`config.mk`:
```
export PLATFORM = sky130hd
export DESIGN_NAME = phase_countdown_timer
export DESIGN_NICKNAME = d
export VERILOG_FILES = /design/src/rtl/phase_countdown_timer.sv
export SDC_FILE = /design/constraint.sdc
export NUM_CORES = 1
export LEC_CHECK = 0
export ABC_AREA = 1
export CORE_ASPECT_RATIO = 0.8
export CORE_UTILIZATION = 50
export DETAILED_ROUTE_END_ITERATION = 8
export PLACE_DENSITY_LB_ADDON = 0.3
export SLEW_MARGIN = 0
export SYNTH_ARGS = -nofsm -noshare
export SYNTH_HDL_FRONTEND = slang
export SYNTH_SLANG_ARGS = --single-unit
```
`constraint.sdc`:
```
create_clock -name clk -period 5.3 [get_ports clk]
set_clock_uncertainty 0.15 [all_clocks]
set_input_delay 1.325 -clock clk [delete_from_list [all_inputs] [get_ports clk]]
set_output_delay 1.325 -clock clk [all_outputs]
set_load 0.005 [all_outputs]
```
`src/rtl/phase_countdown_timer.sv`:
```
// Loadable phase down-counter driven by a 1 Hz tick, with reload register,
// one-shot/auto-reload expiry, hold/restart/abort and a saturating BCD image.
module phase_countdown_timer #(
  parameter int unsigned pWIDTH       = 7,
  parameter int unsigned pDEFAULT_VAL = 99,
  parameter int unsigned pPRE_LAST    = 1,
  parameter int unsigned pAUTO_RELOAD = 1,
  parameter int unsigned pBCD_DIGITS  = 2
) (
  input  logic                     clk,
  input  logic                     rst,
  input  logic                     tick,
  input  logic                     start,
  input  logic                     stop,
  input  logic                     hold,
  input  logic                     load,
  input  logic [pWIDTH-1:0]        load_val,
  output logic [pWIDTH-1:0]        count,
  output logic [4*pBCD_DIGITS-1:0] bcd,
  output logic                     busy,
  output logic                     last,
  output logic                     pre_last,
  output logic                     done
);

  typedef enum logic {IDLE, RUN} state_t;

  localparam logic [pWIDTH-1:0] DEFAULT_VAL = pWIDTH'(pDEFAULT_VAL);
  localparam logic [pWIDTH-1:0] PRE_LAST    = pWIDTH'(pPRE_LAST);
  localparam int unsigned       BCD_W       = 4 * pBCD_DIGITS;
  localparam int unsigned       BCD_MAX     = 10**pBCD_DIGITS - 1;

  state_t              state_q, state_d;
  logic [pWIDTH-1:0]   reload_q, reload_d;
  logic [pWIDTH-1:0]   count_q, count_d;
  logic                done_q, done_d;
  logic [pWIDTH-1:0]   reload_val;
  logic [BCD_W-1:0]    bcd_work;

  // A load in the same cycle as a (re)start or reload takes effect immediately.
  assign reload_val = load ? load_val : reload_q;

  always_ff @(posedge clk or posedge rst) begin
    if (rst) begin
      state_q  <= IDLE;
      reload_q <= DEFAULT_VAL;
      count_q  <= DEFAULT_VAL;
      done_q   <= 1'b0;
    end else begin
      state_q  <= state_d;
      reload_q <= reload_d;
      count_q  <= count_d;
      done_q   <= done_d;
    end
  end

  always_comb begin
    state_d  = state_q;
    count_d  = count_q;
    reload_d = reload_val;
    done_d   = 1'b0;
    case (state_q)
      IDLE: begin
        if (start) begin
          state_d = RUN;
          count_d = reload_val;
        end else if (load) begin
          count_d = load_val;
        end
      end
      RUN: begin
        if (stop) begin
          state_d = IDLE;
          count_d = reload_val;
        end else if (start) begin
          count_d = reload_val;
        end else if (!hold && tick) begin
          if (count_q != '0) begin
            count_d = count_q - pWIDTH'(1);
          end else begin
            done_d = 1'b1;
            if (pAUTO_RELOAD != 0) count_d = reload_val;
            else                   state_d = IDLE;
          end
        end
      end
      default: state_d = IDLE;
    endcase
  end

  // Double dabble; digits above the display range are handled by saturation.
  always_comb begin
    bcd_work = '0;
    for (int unsigned i = 0; i < pWIDTH; i++) begin
      for (int unsigned d = 0; d < pBCD_DIGITS; d++) begin
        if (bcd_work[4*d +: 4] >= 4'd5) bcd_work[4*d +: 4] = bcd_work[4*d +: 4] + 4'd3;
      end
      bcd_work = {bcd_work[BCD_W-2:0], count_q[pWIDTH-1-i]};
    end
    if (32'(count_q) > BCD_MAX) bcd_work = {pBCD_DIGITS{4'h9}};
  end

  assign bcd      = bcd_work;
  assign count    = count_q;
  assign busy     = (state_q == RUN);
  assign last     = busy && (count_q == '0);
  assign pre_last = busy && (count_q == PRE_LAST);
  assign done     = done_q;

endmodule

```
# ---- After elaboration in Yosys (flattened, before gate mapping)
# Cells that the tools add are included.
dict set report op_classes {
  n_addsub 6
  n_mul 0
  div_mod_pow 0
  magnitude_cmp 6
  eq_ne 3
  shift 0
  muxes 22
  n_bitwise 1
  reduce_logical 7
}
# cell count
set op_table {}
lappend op_table {{$mux 7} 7}
lappend op_table {{$mux 4} 4}
lappend op_table {{$pmux 7 s2} 1}
lappend op_table {{$add 4x2->4 const B} 3}
lappend op_table {{$ge 4x3->1 const B} 3}
lappend op_table {{$mux 8} 1}
lappend op_table {{$eq 7x1->1 const B} 1}
lappend op_table {{$gt 7x7->1 const B} 1}
lappend op_table {{$logic_not 7->1} 1}
lappend op_table {{$mux 1} 7}
lappend op_table {{$reduce_bool 7->1} 1}
lappend op_table {{$sub 7x1->7 const B} 1}
lappend op_table {{$ge 3x3->1 const B} 2}
lappend op_table {{$add 3x2->4 const B} 1}
lappend op_table {{$ne 4x3->1 const B} 1}
lappend op_table {{$add 3x2->3 const B} 1}
lappend op_table {{$logic_and 1x1->1} 3}
lappend op_table {{$mux 3} 1}
lappend op_table {{$ne 3x3->1 const B} 1}
lappend op_table {{$pmux 1 s2} 1}
lappend op_table {{$reduce_and 2->1} 1}
lappend op_table {{$logic_not 1->1} 1}
lappend op_table {{$not 1->1} 1}
dict set report totals {
  ff_bits 16
  latch_bits 0
  ram_bits 0
  rom_bits 0
  in_bits 14
  word_cells 49
  memories 0
}

# ---- Longest topological paths before layout
# Gate-level depths: netlist of run 1.
dict set report depth {
  word_depth 9
  depth_mapped 24
  depth_no_buf 24
}

# ---- Least setup slack after synthesis of run 1
# OpenSTA, ideal clock, no wires.
dict set report synth_timing {
  path_kind {register to output}
  start {register count_q[5] (netlist: count[5])}
  end {output bcd[5]}
  t_arrival_ns 3.383
  setup_slack_ns 0.442
  stages_incl_launch_ff 24
  path_cell_list {dfstp_2 inv_1 ha_1 nand2_1 nand3_1 nand2_1 ha_1 inv_1 or2_2 nand3_2 nand2_2 xor2_2 ha_1 inv_1 or2_2 nand3_2 nand2_2 and3_1 ha_1 nor2_1 nor2_1 nand4_1 nand2_1 nor2_1}
}
dict set report synth_via {
  elab_chain_cells 9
}
# element line
set synth_rtl {}
lappend synth_rtl {{from (decl)} 35} ;# logic [pWIDTH-1:0] count_q, count_d;
lappend synth_rtl {{from (signal assigned)} 52} ;# count_q <= count_d;
lappend synth_rtl {{$add 3x2->4 / $ge 3x3->1 (equally long branches)} 96} ;# if (bcd_work[4*d +: 4] >= 4'd5) bcd_work[4*d +: 4] = bcd_work[4*d +: 4] + 4'd3;
lappend synth_rtl {{$mux 4} 96}
lappend synth_rtl {{$add 4x2->4 / $ge 4x3->1 (equally long branches)} 96}
lappend synth_rtl {{$mux 4} 96}
lappend synth_rtl {{$add 4x2->4 / $ge 4x3->1 (equally long branches)} 96}
lappend synth_rtl {{$mux 4} 96}
lappend synth_rtl {{$add 3x2->3 / $ge 3x3->1 (equally long branches)} 96}
lappend synth_rtl {{$mux 3} 96}
lappend synth_rtl {{$mux 8 *} 100} ;# if (32'(count_q) > BCD_MAX) bcd_work = {pBCD_DIGITS{4'h9}};
lappend synth_rtl {{to (decl)} 19} ;# output logic [4*pBCD_DIGITS-1:0] bcd,
# Every way passes the cells marked *; elsewhere a longest branch is shown, timed or not.

# ---- Worst setup path after layout of run 1
dict set report layout_timing {
  start {register count_q[5] (netlist: count[5])}
  end {output bcd[6]}
}
# The elaborated chain is that of the path after synthesis.

==> flow_summary.yaml, run 1 <==
pwr:
  power_switching_mw: 0.6101
  total_power_mw: 1.289
  power_frac_comb: 0.777
  internal-power_mw: 0.6789
  cellPowerDensity_nw_per_um2: 607.8
  clockPowerShare: 0.085
  p_leak_nw: 1.056
  vdd_ir_drop_max_mv: 0.6213
  seq_power_share: 0.137
  swShare: 0.4733
logic_synthesis:
  ys_warn_count: 0
  syn-num-nets: 238
  synth_area_per_cell_sq_um: 7.376
  ys_ff_latch: 16
  syn-cell-area_sq_um: 1549
  yosysSeqAreaShare: 0.2649
  synth.distinct_cells: 36
  netlist_instances: 210
critical_path:
  crit_type: "reg -> out"
  crit_path_max_fanout: 3
  startpoint_type: "register"
  cp.arrival_ns: 3.73
  critPathRequiredTime_ns: 3.83
  worst_setup_path_end_kind: "output pin"
sta:
  finalHoldViolCount: 0
  timing.hold.ws_ns: 0.3671
  finalCritPeriodShare: 0.9812
  min_period_ns: 5.200
  slew_headroom: 0.5519
  setup_viol: 0
  worst_pin_slew_ns: 0.6722
  slew_violations: 0
  max_freq_mhz: 192.3
global_routing:
  grt_first_pass_wirelength_microns: 6934
  grt_max_degree: 17
  grt_pass1_vias: 1546
  antenna_found_initial: 0
  overflow: 0
  gr-usage-all-layers: 0.2662
layout:
  area.sequential_sq_um: 410.4
  final_util: 0.7441
  final_cell_mix: "35 x nand2_1, 34 x inv_1, 25 x clkdlybuf4s50_1"
  n_fill_cell: 221
  diodes: 0
  nNetsFinal: 289
  layout-drive-gt1-share: 0.2269
  fin_cells: 298
  final_common_cell: "nand2_1"
  multi_input_area_sq_um: 1051
  area_delta_synth_final_pct: 36.91
clocking:
  cts-root-buf: "clkbuf_8"
  htreeDepth: 1
  cts_tree: "done"
  cts_max_path_buffers: 2
  clk_pin_slew_ns: 0.06
  clkLatencyLatePin_ns: 0.25
  clkSinkCount: 16
  cts_buffers: 3
route:
  viasPerCell: 5.349
  antenna_left: 0
  wire_per_inst_microns: 13.79
  dr.pass1.iters: 4
  drtIter0Drc: 109
  num_vias: 1594
  wl_microns: 4108
  drcViolationCount: 0
floorplan:
  fp-row-count: 17
  die_w_microns: 64.23
  initial_core_util: 0.5435
  pin_count: 33
  die_y_microns: 51.79
  coreArea_sq_um: 2850
  die_area_sq_um: 3326
placed_design:
  port_buffers: 32
  dp_hpwl_microns: 3011
  dp.cells: 288
  gp_congestion: 0.8556
outcome:
  outcome: "finished, final reports clean"
run:
  cap_viol_max_count: 0
worst_hold_path:
  min_path_type: "reg -> reg"
synthesized netlist by cell type:
cell,count,area (sq um)
xor2_2,1,16.27
nand2_1,36,135.1
dfrtp_1,8,200.2
dfstp_2,8,210.2
nand4_1,2,12.51
nor3_1,3,15.01
nor2_1,16,60.06
nand3b_1,1,7.510
mux2_2,1,11.26
o21ai_1,2,10.01
o211ai_1,4,30.03
a221oi_1,6,52.55
clkinv_1,1,3.750
xor2_1,2,17.52
nand3_2,4,40.04
inv_2,1,3.750
a211oi_1,3,22.52
o21ai_4,1,16.27
clkbuf_1,1,3.750
nand2_2,8,50.05
mux2i_1,3,30.03
a311oi_1,1,8.760
and3_1,1,6.260
inv_1,34,127.6
o21ai_0,10,50.05
ha_1,14,175.2
nand2_4,2,22.52
or2_2,2,12.51
and2_4,1,8.760
nor2_4,1,11.26
buf_2,1,5.000
nor3b_1,1,7.510
o22ai_1,2,12.51
a22oi_1,5,37.54
nand3_1,13,65.06
a21oi_1,10,50.05
repair_timing:
item,4_1_cts,5_1_grt
endpoints found under the setup margin,7,7
buffers inserted,3,3
endpoints found under the hold margin,0,0
hold buffers,0,0
resized for setup,15,12
pin swaps,4,5
power groups by stage:
stage | Sequential, mW | Clock (mW) | Combinational, mW
floorplan | 0.176 | 0 | 0.580
detailed placement | 0.178 | 0 | 0.927
finish | 0.177 | 0.110 | 1.00
global placement | 0.176 | 0 | 0.908
CTS | 0.177 | 0.112 | 0.960
global route | 0.181 | 0.119 | 1.11
metrics by stage:
stage | TNS [ns] | setup WS (ns) | instance area, sq um
floorplan | 0 | 0.4420 | 1549
global placement | 0 | 0.08138 | 1983
detailed placement | -0.07779 | -0.07779 | 1983
CTS | -0.04819 | -0.02818 | 2087
global route | -0.3799 | -0.1251 | 2121
finish | 0 | 0.09974 | 2121
sequential cells by signal, summed over array words and instances, names as in the netlist:
register / cells
reload_q: 7
done: 1
count: 7
busy: 1
routing by layer:
layer  share of wire  wire, microns  track usage  vias to the layer above
met5               0              0            0                        -
met4          0.0083             34      0.02222                        0
met3           0.048            196      0.04605                        6
met2            0.48           1964       0.4628                       48
met1            0.47           1913       0.3613                      737
li1                -              -            -                      803
critical path: stages (launching register included):
cell             delay (ns)
dfstp_2                0.54
inv_1                  0.06
ha_2                   0.18
nand2_2                0.07
nand3_1                0.08
nand2_1                0.11
ha_2                   0.16
inv_1                  0.06
or2_4                  0.24
nand3_4                0.10
nand2_4                0.08
xor2_4                 0.17
ha_2                   0.20
inv_1                  0.05
or2_2                  0.27
nand3_2                0.09
nand2_2                0.06
and3_4                 0.19
ha_1                   0.20
nor2_2                 0.12
nor2_1                 0.09
nand2_1                0.06
a21oi_1                0.06
clkdlybuf4s15_1        0.24
final cells by class:
class	instances	area share
sequential	16	0.1935
timing repair buffer	48	0.1988
inverter	36	0.06372
clock buffer	4	0.02596
tap	38	0.02242
multi-input combinational	156	0.4956
worst paths after layout:
kind | slack, ns | depth (start not counted) | start | endpoint
worst max register to register | 2.89 | 10 | count[5] | count[3]
worst min register to register | 0.37 | 2 | reload_q[2] | reload_q[2]
worst min-delay path | 0.37 | 2 | reload_q[2] | reload_q[2]
max in group asynchronous | 3.31 | 2 | rst | count[3]
worst max-delay path | 0.1 | 23 | count[5] | bcd[6]
min in group asynchronous | 1.30 | 2 | rst | reload_q[2]
logic make-up (layout without fill, tap and decap cells):
kind of cell             after synthesis  in the layout  synth area share
XOR/XNOR                               3              3           0.02181
multiplexers                           4              4           0.02666
AO/OA/AOI/OAI                         44             44            0.1874
AND/OR/NAND/NOR                       91             91            0.2932
flip-flops                            16             16            0.2649
adder cells (fa/ha/maj)               14             14            0.1131
buffers and inverters                 38             88           0.09288
No activity file was read; power rests on OpenSTA's default activity.
==> inputs of run 2 (changes only) <==
Settings changed: CORE_MARGIN from default to 3, GPL_TIMING_DRIVEN from default to 0.
==> run 2 against run 1 <==
Effect of this change:
- cell count unchanged
- critical endpoint is now bcd[7]
- first-iteration DRC count is 50% higher
- largest power group unchanged
- largest cell class unchanged
- sequential share of layout area is 0.24 points lower
==> flow_summary.yaml, run 2 (same netlist as run 1, synthesis figures left out) <==
floorplan:
  fp-row-count: 17
  initial_core_util: 0.5435
  die_y_microns: 55.79
  die_w_microns: 68.23
  coreArea_sq_um: 2850
  die_area_sq_um: 3806
  pin_count: 33
pwr:
  seq_power_share: 0.137
  power_switching_mw: 0.6222
  vdd_ir_drop_max_mv: 0.5627
  power_frac_comb: 0.788
  swShare: 0.4777
  p_leak_nw: 1.070
  internal-power_mw: 0.6803
  clockPowerShare: 0.075
  cellPowerDensity_nw_per_um2: 606.6
outcome:
  outcome: "finished, final reports clean"
sta:
  slew_violations: 0
  finalHoldViolCount: 0
  rsz0062_at_grt: "true"
  max_freq_mhz: 192.5
  finalCritPeriodShare: 0.9803
  min_period_ns: 5.196
  slew_headroom: 0.5483
  setup_viol: 0
  worst_pin_slew_ns: 0.6776
critical_path:
  startpoint_type: "register"
  cp.arrival_ns: 3.72
  crit_path_end: "bcd[7]"
  worstReg2RegEnd: "count[3]"
  crit_path_max_fanout: 4
  reg2regPathDepth: 9
  cp-startpoint: "count[5]"
  crit_type: "reg -> out"
  critPathRequiredTime_ns: 3.83
  r2r_start: "count[4]"
  worst_setup_path_end_kind: "output pin"
  ff2ff_setup_slack_ns: 2.94
clocking:
  cts_buffers: 3
  clk_pin_slew_ns: 0.06
  cts-root-buf: "clkbuf_8"
  cts_tree: "done"
  holdBufCountCts: 0
  clkSinkCount: 16
  clkLatencyLatePin_ns: 0.25
  cts_max_path_buffers: 2
  htreeDepth: 1
layout:
  layout-drive-gt1-share: 0.2423
  final_cell_mix: "34 x nand2_1, 32 x inv_1, 25 x clkdlybuf4s50_1"
  n_fill_cell: 235
  nNetsFinal: 289
  final_common_cell: "nand2_1"
  diodes: 0
  fin_cells: 298
  final_area_sq_um: 2147
  area_delta_synth_final_pct: 38.61
route:
  viasPerCell: 5.574
  antenna_left: 0
  drcViolationCount: 0
  num_vias: 1661
  wire_per_inst_microns: 14.00
  wl_microns: 4173
  drtIter0Drc: 164
  dr.pass1.iters: 4
run:
  cap_viol_max_count: 0
placed_design:
  dp_hpwl_microns: 2963
  dp.cells: 280
  gp_congestion: 0.8545
  placed_area_sq_um: 1917
  port_buffers: 32
global_routing:
  grt_first_pass_wirelength_microns: 6782
  grt_max_degree: 17
  antenna_found_initial: 0
  grt_pass1_vias: 1486
  overflow: 0
  gr-usage-all-layers: 0.2244
worst_hold_path:
  min_path_type: "reg -> reg"
run 2: per-layer routing:
layer,GRT usage,wire length (microns),up-vias
li1,-,-,819
met1,0.3392,1969,800
met2,0.3283,1989,40
met3,0.04444,201,2
met4,0.04249,13,0
met5,0,0,-
run 2: worst min-delay path by stage:
stage                           start     endpoint  slack, ns  cells past startpoint
final                     reload_q[2]  reload_q[2]       0.35                      2
after global routing      reload_q[2]  reload_q[2]       0.38                      2
after CTS                 reload_q[2]  reload_q[2]       0.36                      2
after detailed placement  reload_q[2]  reload_q[2]       0.34                      2
after global placement    reload_q[2]  reload_q[2]       0.34                      2
after floorplan           reload_q[2]  reload_q[2]       0.31                      2
run 2: repair_timing:
item                                   in CTS  in global routing
pin swaps                                   4                  6
buffers inserted                            7                  7
endpoints found under the hold margin       0                  0
resized for setup                          21                 16
setup endpoints to repair                   7                  7
run 2: critical path, stage by stage, from the launching register on:
cell	delay [ns]
dfstp_2	0.54
inv_2	0.06
ha_2	0.17
nand2_2	0.08
nand3_2	0.08
nand2_4	0.09
buf_4	0.11
ha_2	0.15
or2_4	0.12
nand3_4	0.09
nand2_4	0.12
xor2_4	0.18
ha_2	0.21
inv_1	0.05
or2_2	0.29
nand3_4	0.09
nand2_4	0.07
and3_4	0.20
ha_1	0.19
nor2_2	0.15
buf_4	0.12
o21ai_0	0.08
nand2_1	0.10
buf_2	0.13
run 2: power groups by stage:
| stage | logic, mW | registers, mW | clock network (mW) |
|---|---|---|---|
| after floorplan | 0.580 | 0.176 | 0 |
| after global placement | 0.857 | 0.181 | 0 |
| after detailed placement | 0.877 | 0.181 | 0 |
| after CTS | 0.962 | 0.178 | 0.0981 |
| after global routing | 1.12 | 0.182 | 0.104 |
| final | 1.03 | 0.178 | 0.0973 |
run 2: through the flow:
stage / hold slack, ns / setup TNS (ns) / power (mW) / worst slack (ns) / utilization
3_5_place_dp: 0.3421 / -0.9376 / 1.058 / -0.3887 / 0.6725
6_report: 0.3533 / 0 / 1.302 / 0.1045 / 0.7533
3_3_place_gp: 0.3350 / -0.6225 / 1.038 / -0.3029 / 0.6725
4_1_cts: 0.3567 / -0.03133 / 1.238 / -0.03133 / 0.7265
5_1_grt: 0.3768 / -0.08641 / 1.410 / -0.06230 / 0.7533
2_1_floorplan: 0.3123 / 0 / 0.7557 / 0.4420 / -
run 2: final cells by class:
type,count,area (sq um),area share
timing repair buffer,46,416.7,0.1941
clock buffer,4,45.04,0.02098
tap,38,47.55,0.02214
buffer,2,8.758,0.004079
multi-input combinational,156,1084,0.5047
sequential,16,410.4,0.1911
inverter,36,135.1,0.06294
